## src/rtl/sync_fifo_pkg.sv

```systemverilog
// Shared defaults and occupancy state encoding for the synchronous FIFO.
package sync_fifo_pkg;
  localparam int DEF_DATA_WIDTH = 6;
  localparam int DEF_ADDR_WIDTH = 3;
  localparam int DEF_AE_LVL     = 2;

  typedef enum logic [1:0] {
    OCC_EMPTY   = 2'd0,
    OCC_PARTIAL = 2'd1,
    OCC_FULL    = 2'd2
  } occState_t;
endpackage

```

## src/rtl/fifo_ram.sv

```systemverilog
// 1-write/1-read storage array: synchronous write, combinational read, no reset.
module fifo_ram #(
  parameter int DATA_WIDTH = 6,
  parameter int ADDR_WIDTH = 3
) (
  input  logic                  Clock,
  input  logic                  wEn,
  input  logic [ADDR_WIDTH-1:0] wAddr,
  input  logic [DATA_WIDTH-1:0] wData,
  input  logic [ADDR_WIDTH-1:0] rAddr,
  output logic [DATA_WIDTH-1:0] rData
);
  logic [DATA_WIDTH-1:0] mem [2**ADDR_WIDTH];

  always_ff @(posedge Clock) begin
    if (wEn) mem[wAddr] <= wData;
  end

  assign rData = mem[rAddr];
endmodule

```

## src/rtl/sync_fifo_mem.sv

```systemverilog
// Synchronous FIFO with registered read data, occupancy FSM, registered flags
// and sticky overflow/underflow.
module sync_fifo_mem import sync_fifo_pkg::*; #(
  parameter int DATA_WIDTH       = DEF_DATA_WIDTH,
  parameter int ADDR_WIDTH       = DEF_ADDR_WIDTH,
  parameter int ALMOST_FULL_LVL  = (2**ADDR_WIDTH) - 2,
  parameter int ALMOST_EMPTY_LVL = DEF_AE_LVL
) (
  input  logic                  Clock,
  input  logic                  Reset,
  input  logic                  iPush,
  input  logic                  iPop,
  input  logic [DATA_WIDTH-1:0] iDataIn,
  output logic [DATA_WIDTH-1:0] oDataOut,
  output logic                  oValid,
  output logic                  oFull,
  output logic                  oEmpty,
  output logic                  oAlmostFull,
  output logic                  oAlmostEmpty,
  output logic [ADDR_WIDTH:0]   oCount,
  output logic                  oOverflow,
  output logic                  oUnderflow
);
  localparam int CW = ADDR_WIDTH + 1;
  localparam logic [CW-1:0] DEPTH_C = CW'(2**ADDR_WIDTH);
  localparam logic [CW-1:0] AF_C    = CW'(ALMOST_FULL_LVL);
  localparam logic [CW-1:0] AE_C    = CW'(ALMOST_EMPTY_LVL);

  occState_t             state;
  logic [ADDR_WIDTH-1:0] wrPtr, rdPtr;
  logic [DATA_WIDTH-1:0] headData;
  logic                  pushAcc, popAcc;
  logic [CW-1:0]         cntNext;

  // A full FIFO still takes a push when a pop frees the slot on the same edge.
  assign popAcc  = iPop && (state != OCC_EMPTY);
  assign pushAcc = iPush && ((state != OCC_FULL) || popAcc);

  always_comb begin
    cntNext = oCount;
    case ({pushAcc, popAcc})
      2'b10:   cntNext = oCount + CW'(1);
      2'b01:   cntNext = oCount - CW'(1);
      default: cntNext = oCount;
    endcase
  end

  fifo_ram #(.DATA_WIDTH(DATA_WIDTH), .ADDR_WIDTH(ADDR_WIDTH)) uRam (
    .Clock (Clock),
    .wEn   (pushAcc),
    .wAddr (wrPtr),
    .wData (iDataIn),
    .rAddr (rdPtr),
    .rData (headData)
  );

  always_ff @(posedge Clock or posedge Reset) begin
    if (Reset) begin
      state        <= OCC_EMPTY;
      wrPtr        <= '0;
      rdPtr        <= '0;
      oCount       <= '0;
      oDataOut     <= '0;
      oValid       <= 1'b0;
      oFull        <= 1'b0;
      oEmpty       <= 1'b1;
      oAlmostFull  <= 1'b0;
      oAlmostEmpty <= 1'b1;
      oOverflow    <= 1'b0;
      oUnderflow   <= 1'b0;
    end else begin
      if (pushAcc) wrPtr <= wrPtr + ADDR_WIDTH'(1);
      if (popAcc) begin
        rdPtr    <= rdPtr + ADDR_WIDTH'(1);
        oDataOut <= headData;
      end
      oValid <= popAcc;

      case (state)
        OCC_EMPTY:   if (pushAcc && !popAcc) state <= OCC_PARTIAL;
        OCC_PARTIAL: if (pushAcc != popAcc)
                       state <= (cntNext == DEPTH_C) ? OCC_FULL :
                                (cntNext == '0)      ? OCC_EMPTY : OCC_PARTIAL;
        OCC_FULL:    if (popAcc && !pushAcc) state <= OCC_PARTIAL;
        default:     state <= OCC_EMPTY;
      endcase

      oCount       <= cntNext;
      oFull        <= (cntNext == DEPTH_C);
      oEmpty       <= (cntNext == '0);
      oAlmostFull  <= (cntNext >= AF_C);
      oAlmostEmpty <= (cntNext <= AE_C);
      if (iPush && !pushAcc) oOverflow  <= 1'b1;
      if (iPop && !popAcc)   oUnderflow <= 1'b1;
    end
  end
endmodule

```

## config.mk

```make
export PLATFORM = sky130hd
export DESIGN_NAME = sync_fifo_mem
export DESIGN_NICKNAME = d
export VERILOG_FILES = /design/src/rtl/sync_fifo_pkg.sv /design/src/rtl/fifo_ram.sv /design/src/rtl/sync_fifo_mem.sv
export SDC_FILE = /design/constraint.sdc
export NUM_CORES = 1
export LEC_CHECK = 0
export ABC_AREA = 0
export BUFFER_PORTS_ARGS = -buffer_cell sky130_fd_sc_hd__buf_2
export CORE_UTILIZATION = 47
export CTS_CLUSTER_SIZE = 25
export DETAILED_ROUTE_END_ITERATION = 6
export PLACE_DENSITY_LB_ADDON = 0.3
export SYNTH_ARGS = -nofsm -noshare
export SYNTH_HDL_FRONTEND = slang
export SYNTH_SLANG_ARGS = --single-unit
```

## constraint.sdc

```tcl
create_clock -name Clock -period 3.26 [get_ports Clock]
set_input_delay 0.652 -clock Clock [delete_from_list [all_inputs] [get_ports Clock]]
set_output_delay 0.652 -clock Clock [all_outputs]
set_load 0.02 [all_outputs]
```

==> results of run 1 <==
-- metal layers --
| layer | track usage [%] | share of wire [%] |
|---|---|---|
| met3 | 5.17 | 3.9 |
| met1 | 23.6 | 50 |
| met4 | 7.52 | 1.8 |
| met5 | 0 | 0 |
| met2 | 23.8 | 44 |
-- state kept, by name (all words and copies together), names as in the netlist --
register and count:
oEmpty 1, oValid 1, oOverflow 1, oAlmostEmpty 1
uRam.mem 48, oAlmostFull 1, state 2, rdPtr 3
oUnderflow 1, oCount 4, oFull 1, wrPtr 3
oDataOut 6
-- worst register-to-register path: cells and delay by family (launching register included) --
family          cells  cell delay [ps]
compound gates      5             1180
xor+xnor            1              160
flops               1              530
fa+ha+maj           1              260
mux                 1              260
-- final timing paths --
check / from / to / slack (ps) / depth (start not counted)
min in group asynchronous: Reset / oDataOut[1] / 490 / 2
setup reg to reg: state[1] / state[0] / 760 / 8
max in group asynchronous: Reset / wrPtr[0] / 2200 / 2
setup / recovery: iPush / state[0] / 670 / 10
hold reg to reg: oUnderflow / oUnderflow / 450 / 1
hold / removal: oUnderflow / oUnderflow / 450 / 1
-- report_power, final --
part	switching [uW]	internal, uW
clock network	328	349
registers	243	1200
logic	483	448
total	1050	2000
-- layout by cell type (no fill, tap or decap), types with 2 or more instances in the layout --
master,count
edfxtp_1,48
buf_2,26
dfrtp_1,23
nand2_1,21
nor2_1,14
mux4_2,12
o21ai_0,10
clkbuf_8,9
mux2i_1,8
xnor2_1,5
inv_1,3
nor3_1,3
a21o_1,3
ha_1,3
nor2b_1,2
and2b_1,2
inv_2,2
xor2_1,2
nand2b_1,2
clkinv_2,2
dfstp_2,2
buf_4,2
-- per-stage QoR --
step,cells,power [uW]
3_5_place_dp,292,2410
3_3_place_gp,292,2380
4_1_cts,307,3080
6_report,307,3050
2_1_floorplan,196,2160
5_1_grt,307,3240
-- kinds of logic (layout without fill, tap and decap cells) --
group / after synthesis / in the layout / synth area share, %
flip-flops: 73 / 73 / 67.2
AND/OR/NAND/NOR: 49 / 49 / 7.59
AO/OA/AOI/OAI: 28 / 28 / 7.23
multiplexers: 22 / 22 / 12.2
buffers and inverters: 14 / 48 / 2.64
XOR/XNOR: 7 / 7 / 1.99
adder cells (fa/ha/maj): 3 / 3 / 1.22
-- layout make-up --
class	count	share of cell area [%]
inverters	5	0.545
clock buffers	10	3.71
flip-flops and latches	73	60.1
clock inverters	5	1.63
multi-input cells	109	27.0
well taps	77	2.80
repair buffers	28	4.21
==> out/metrics.yaml, run 1 <==
placed_area_um2: 3260
crit_buf_inv: 1
synth_area_leader_cell: "edfxtp_1"
root_buffer: "clkbuf_8"
cp_top_family: "compound AO/OA/AOI/OAI gates"
max_freq_mhz: 386
ys_top_cells_by_area: "edfxtp_1, dfrtp_1, mux4_2"
cts_tree: "yes"
hold_buffers: 0
cts_made_buffers: 9
post-place-ws_ps: 313
fin_skew_ps: 10.3
rsz0062_at_grt: "no"
min_path_type: "reg -> reg"
worst_setup_path_start_kind: "input pin"
hold_viol: 0
ir_worst_vdd_mv: 0.579
crit_fanout: 14
ys_warn_count: 0
h-tree-depth: 3
post-cts-setup-buffers: 0
grt_pass1_vias: 1656
drt_iter0_markers: 117
die_y_um: 83.0
clock_latency_ps: 340
synth.avg_cell_area_um2: 15.7
crit_path_max_incr_delay_ps: 320
antenna_found_initial: 0
maxCapViolations: 0
coreArea_um2: 6350
status: "finished, final reports clean"
routed_wl_um: 5100
synth_most_common_cell: "edfxtp_1"
drive_gt1_share_pct: 29.6
grt_max_degree: 26
setup_viol: 0
powerDensity_nw_per_um2: 886
final.period_utilization_pct: 79.5
synth_cells: 196
path_class: "in -> reg"
leakagePower_uw: 0.00132
initial_utilization_pct: 48.5
seqCellArea_um2: 2070
endpoint_kind: "flip-flop"
cts_resized: 0
synth_seq_cells: 73
gr-total-overflow: 0
multi_input_area_um2: 931
required_ps: 3490
layout.nets: 239
synth_common_cells: "edfxtp_1, dfrtp_1, nand2_1"
fin_crit_ps: 2590
num_io_pins: 27
place.gp.congestion: 0.730
dieArea_um2: 6880
wire_per_inst_um: 16.6
synth_cell_types: 45
finalSetupTns_ps: 0
crit_slowest_cell: "o31a_1"
crit_arrival_ps: 2820
ys.flop_type: "edfxtp_1"
hold_slack_ps: 450
die-width_um: 83.0
syn_nets: 209
track_usage_pct: 16.7
setup_ws_ps: 668
dr.pass1.iters: 4
area_growth_pct: 11.8
synth_edf_count: 48
clockBufferDepth: 2
n_antenna_cell: 0
via_per_inst: 5.31
clock_sinks: 73
syn_area_um2: 3080
path_cells: "buf_2 -> and2b_1 -> o21ai_1 -> xnor2_1 -> ha_1 -> mux2_2 -> o21a_1 -> o22ai_2 -> o311ai_2 -> o31a_1"
ys_seq_area_share_pct: 67.2
clk_pin_slew_ps: 70
dp_hpwl_um: 3400
final_area_um2: 3440
fin_util_pct: 54.2
vias: 1631
yosys.area.top_type_share_pct: 46.8
grt_pass1_wl_um: 8600
final_antenna_net_count: 0
io_buffers: 26
worst_pin_slew_ps: 907
ys_async_sr_fraction_pct: 34.2
fill_cells: 511
drcViolationCount: 0
relSlewSlack_pct: 39.5
placement_rows: 29
drv_slew: 0
Note: power is estimated with default switching activity, not from simulation.
==> run 2: changes to the inputs <==
==> constraint.sdc (replaced) <==
create_clock -name Clock -period 2.67 [get_ports Clock]
set_input_delay 0.534 -clock Clock [delete_from_list [all_inputs] [get_ports Clock]]
set_output_delay 0.534 -clock Clock [all_outputs]
set_load 0.02 [all_outputs]
==> out/metrics.yaml, run 2 (synthesis results as in run 1) <==
drcViolationCount: 0
max_freq_mhz: 453
h-tree-depth: 3
place.gp.congestion: 0.761
io_buffers: 26
finalSetupTns_ps: 0
cts_made_buffers: 9
placed_area_um2: 3350
die_y_um: 83.0
largest_reg_flops: 48
crit_buf_inv: 1
hold_viol: 0
path_class: "in -> reg"
coreArea_um2: 6350
grt_pass1_vias: 1767
min_path_type: "in -> async"
worst_setup_path_start_kind: "input pin"
cts_tree: "yes"
root_buffer: "clkbuf_8"
dr.pass1.iters: 4
track_usage_pct: 17.4
n_antenna_cell: 0
layout.nets: 251
final_antenna_net_count: 0
hold_slack_ps: 381
required_ps: 2910
setup_viol: 0
endpoint_kind: "flip-flop"
antenna_found_initial: 0
place_inst: 304
clockBufferDepth: 2
status: "finished, final reports clean"
hold_buffers: 0
path_cells: "buf_2 -> and2b_1 -> o21ai_1 -> xnor2_1 -> ha_1 -> mux2_2 -> o21a_1 -> o22ai_2 -> o311ai_2 -> o31a_1"
clock_latency_ps: 340
rsz0062_at_grt: "no"
clk_pin_slew_ps: 80
dp_hpwl_um: 3430
via_per_inst: 5.25
wire_per_inst_um: 16.4
cp_top_family: "compound AO/OA/AOI/OAI gates"
post-cts-setup-buffers: 0
powerDensity_nw_per_um2: 1100
maxCapViolations: 0
regMostFlops: "uRam.mem"
fin_cells: 320
largestRegisters: "uRam.mem (48), oDataOut (6), oCount (4)"
final_cell_mix: "edfxtp_1, buf_2, dfrtp_1"
worst_pin_slew_ps: 919
leakagePower_uw: 0.00140
crit_slowest_cell: "o31a_1"
grt_max_degree: 26
area_growth_pct: 16.1
placement_rows: 29
final_area_um2: 3580
num_io_pins: 27
fill_cells: 511
power_uw: 3930
ir_worst_vdd_mv: 0.706
dieArea_um2: 6880
fin_skew_ps: 8.10
grt_pass1_wl_um: 8930
drv_slew: 0
crit_path_max_incr_delay_ps: 320
drt_iter0_markers: 70
gr-total-overflow: 0
initial_utilization_pct: 48.5
die-width_um: 83.0
fin_crit_ps: 2210
crit_arrival_ps: 2450
cts_resized: 0
vias: 1680
drive_gt1_share_pct: 33.7
layout_commonest_cell: "edfxtp_1"
relSlewSlack_pct: 38.7
final.period_utilization_pct: 82.7
routed_wl_um: 5240
clock_sinks: 73
crit_fanout: 4
[run 2: cell types whose count changed in the layout (fill, tap and decap cells not counted)]
cell,change
buf_4,+12
inv_8,+1
clkinvlp_4,-1
clkinv_2,-1
clkbuf_1,-1
clkinv_4,+2
bufinv_16,+1
[run 2: worst paths after layout]
kind / from / to / slack (ps) / cells after the start
max: iPush / state[0] / 460 / 10
min: Reset / oDataOut[4] / 380 / 2
max reg2reg: state[1] / state[0] / 480 / 8
min reg2reg: oOverflow / oOverflow / 460 / 1
max in group asynchronous: Reset / oUnderflow / 1720 / 2
min in group Clock: iDataIn[0] / uRam.mem[4][0] / 460 / 1
[run 2: power breakdown]
part	switching [uW]	internal, uW	total, uW
logic	683	589	1270
registers	216	1460	1680
clock network	436	537	974
[run 2: through the flow]
step | setup WS (ps) | utilization [%]
2_1_floorplan | 181 | -
4_1_cts | 461 | 56.3
6_report | 461 | 56.3
3_3_place_gp | 144 | 52.8
5_1_grt | 351 | 56.3
3_5_place_dp | 93.1 | 52.8
[run 2: routing by layer]
layer | up-vias | share of wire [%] | track usage [%]
met5 | - | 0 | 0
met4 | 0 | 1.9 | 8.46
met3 | 9 | 4.7 | 4.27
met2 | 49 | 47 | 26.9
met1 | 804 | 46 | 23.3
li1 | 818 | - | -
[run 2: final cells by class]
class | instances | area [um2] | share of cell area [%]
Sequential cell | 73 | 2070 | 57.9
Clock buffer | 9 | 124 | 3.46
Timing Repair Buffer | 40 | 235 | 6.58
Tap cell | 77 | 96.3 | 2.69
Inverter | 5 | 18.8 | 0.525
Clock inverter | 7 | 103 | 2.87
Multi-Input combinational cell | 109 | 931 | 26.0
==> run 3: changes to the inputs <==
--- a/config.mk
+++ b/config.mk
@@ -5,7 +5,7 @@
 export SDC_FILE = /design/constraint.sdc
 export NUM_CORES = 1
 export LEC_CHECK = 0
-export ABC_AREA = 0
+export ABC_AREA = 1
 export BUFFER_PORTS_ARGS = -buffer_cell sky130_fd_sc_hd__buf_2
 export CORE_UTILIZATION = 47
 export CTS_CLUSTER_SIZE = 25
==> constraint.sdc (replaced) <==
create_clock -name Clock -period 2.1 [get_ports Clock]
set_input_delay 0.42 -clock Clock [delete_from_list [all_inputs] [get_ports Clock]]
set_output_delay 0.42 -clock Clock [all_outputs]
set_load 0.02 [all_outputs]
==> out/metrics.yaml, run 3 <==
h-tree-depth: 3
relSlewSlack_pct: 64.1
grt_max_degree: 27
cts_tree: "yes"
ys.flop_type: "edfxtp_1"
synth_cells: 259
hold_buffers: 0
dp_hpwl_um: 4040
leakagePower_uw: 0.00152
drt_iter0_markers: 117
synth_top_family_by_area: "simple AND/OR/NAND/NOR gates"
initial_utilization_pct: 48.6
worst_setup_path_start_kind: "flip-flop"
coreArea_um2: 6350
n_antenna_cell: 0
cp-endpoint: "state[1]"
antenna_found_initial: 0
syn_area_um2: 3090
post-cts-setup-buffers: 0
place.gp.congestion: 0.775
path_cells: "inv_2 -> nand2_2 -> nand4_1 -> nand2_1 -> inv_1 -> ha_1 -> inv_1 -> nand2_1 -> xnor2_1 -> nand2_1 -> nand2_2 -> nor2_4 -> nand3_1 -> nand2_1"
power_uw: 4890
die_y_um: 83.1
final_cell_mix: "edfxtp_1, nand2_1, nor2_1"
maxCapViolations: 0
synth.avg_cell_area_um2: 11.9
ys_top_cells_by_area: "edfxtp_1, dfrtp_1, nand2_1"
hold_viol: 0
ff2ff_setup_slack_ps: 240
root_buffer: "clkbuf_8"
ys_warn_count: 0
fin_crit_ps: 1860
clock_sinks: 73
synth_compound_area_share_pct: 8.43
syn_nets: 272
cts_made_buffers: 9
dr.pass1.iters: 4
startpoint: "state[1]"
cp_top_family: "simple AND/OR/NAND/NOR gates"
drive_gt1_share_pct: 27.4
synth_area_leader_cell: "edfxtp_1"
drcViolationCount: 0
rsz0062_at_grt: "no"
clock_latency_ps: 350
num_io_pins: 27
required_ps: 2330
wire_per_inst_um: 15.2
via_per_inst: 5.17
vias: 2002
layout.nets: 318
worst_pin_slew_ps: 535
yosys.area_share.simple_pct: 15.2
max_freq_mhz: 537
fin_skew_ps: 8.82
ir_worst_vdd_mv: 0.831
synth_seq_cells: 73
powerDensity_nw_per_um2: 1360
muxShareOfSynthArea_pct: 1.94
crit_top_cell: "nand2_1"
routed_wl_um: 5870
dieArea_um2: 6900
track_usage_pct: 18.4
crit_path_max_incr_delay_ps: 460
ys_async_sr_fraction_pct: 34.2
ys_seq_area_share_pct: 67.0
fill_cells: 510
synth_edf_count: 48
final_antenna_net_count: 0
synth-adder-area-share_pct: 1.22
layout_commonest_cell: "edfxtp_1"
synth_most_common_cell: "edfxtp_1"
rr_worst_depth: 14
placement_rows: 29
finalSetupTns_ps: 0
yosys.area.top_type_share_pct: 46.7
clk_pin_slew_ps: 80
final.period_utilization_pct: 88.6
die-width_um: 83.1
fin_util_pct: 56.8
largestRegisters: "uRam.mem (48), oDataOut (6), oCount (4)"
r2r-end: "state[1]"
regToRegStartpoint: "state[1]"
cp.depth: 14
setup_viol: 0
area_growth_pct: 16.7
crit_arrival_ps: 2100
crit_buf_inv: 3
regMostFlops: "uRam.mem"
synthXorXnorAreaFrac_pct: 1.94
grt_pass1_vias: 1957
grt_pass1_wl_um: 9520
final_area_um2: 3600
cts_resized: 0
status: "finished, final reports clean"
placed_area_um2: 3410
largest_reg_flops: 48
io_buffers: 26
synth_common_cells: "edfxtp_1, nand2_1, nor2_1"
endpoint_kind: "flip-flop"
min_path_type: "in -> async"
gr-total-overflow: 0
synth_cell_types: 34
drv_slew: 0
crit_slowest_cell: "dfrtp_1"
clockBufferDepth: 2
crit_fanout: 5
path_class: "reg -> reg"
==> run 3: worst min path at each step <==
stage           startpoint     endpoint  slack, ps  depth (start not counted)
2_1_floorplan        Reset  oAlmostFull        450                          1
3_3_place_gp   oDataOut[4]  oDataOut[4]        460                          2
3_5_place_dp    oUnderflow   oUnderflow        470                          1
4_1_cts              Reset  oDataOut[4]        110                          3
5_1_grt              Reset       oValid        150                          3
6_report             Reset  oDataOut[3]        110                          3
==> run 3: per-layer routing <==
| layer | wire length, um | global-route usage (%) | vias to the layer above | part of all wire, % |
|---|---|---|---|---|
| li1 | - | - | 987 | - |
| met1 | 2650 | 22.8 | 961 | 45 |
| met4 | 138 | 11.0 | 0 | 2.4 |
| met2 | 2860 | 29.9 | 44 | 49 |
| met3 | 217 | 3.88 | 10 | 3.7 |
| met5 | 0 | 0 | - | 0 |
==> run 3: layout make-up <==
cell class	instances	area (um2)	area share [%]
timing repair buffer	43	258	7.15
multi-input combinational	153	887	24.6
clock inverter	1	7.51	0.208
tap	77	96.3	2.67
clock buffer	15	188	5.21
inverter	25	98.8	2.74
sequential	73	2070	57.4
==> run 3: per-stage QoR <==
| step | setup slack [ps] | hold WS (ps) | instances |
|---|---|---|---|
| floorplan | 402 | 446 | 259 |
| global placement | 181 | 462 | 371 |
| detailed placement | 126 | 465 | 371 |
| CTS | 239 | 112 | 387 |
| global route | 79.5 | 151 | 387 |
| finish | 239 | 108 | 387 |
==> run 3: worst min-delay path, cell delays in order <==
cell and delay (ps):
buf_2 90, inv_1 40, buf_4 300
==> run 3: kinds of logic after synthesis <==
group                      count (synthesis)
and+or+nand+nor                          101
adders and majority gates                  3
DFF                                       73
buffers and inverters                     33
AOI/OAI and AO/OA                         37
xor gates and xnor gates                   6
muxes                                      6
==> run 3: power breakdown <==
group / switching, uW / internal, uW
Sequential: 148 / 1860
Combinational: 1190 / 638
Clock: 486 / 568
Total: 1830 / 3060
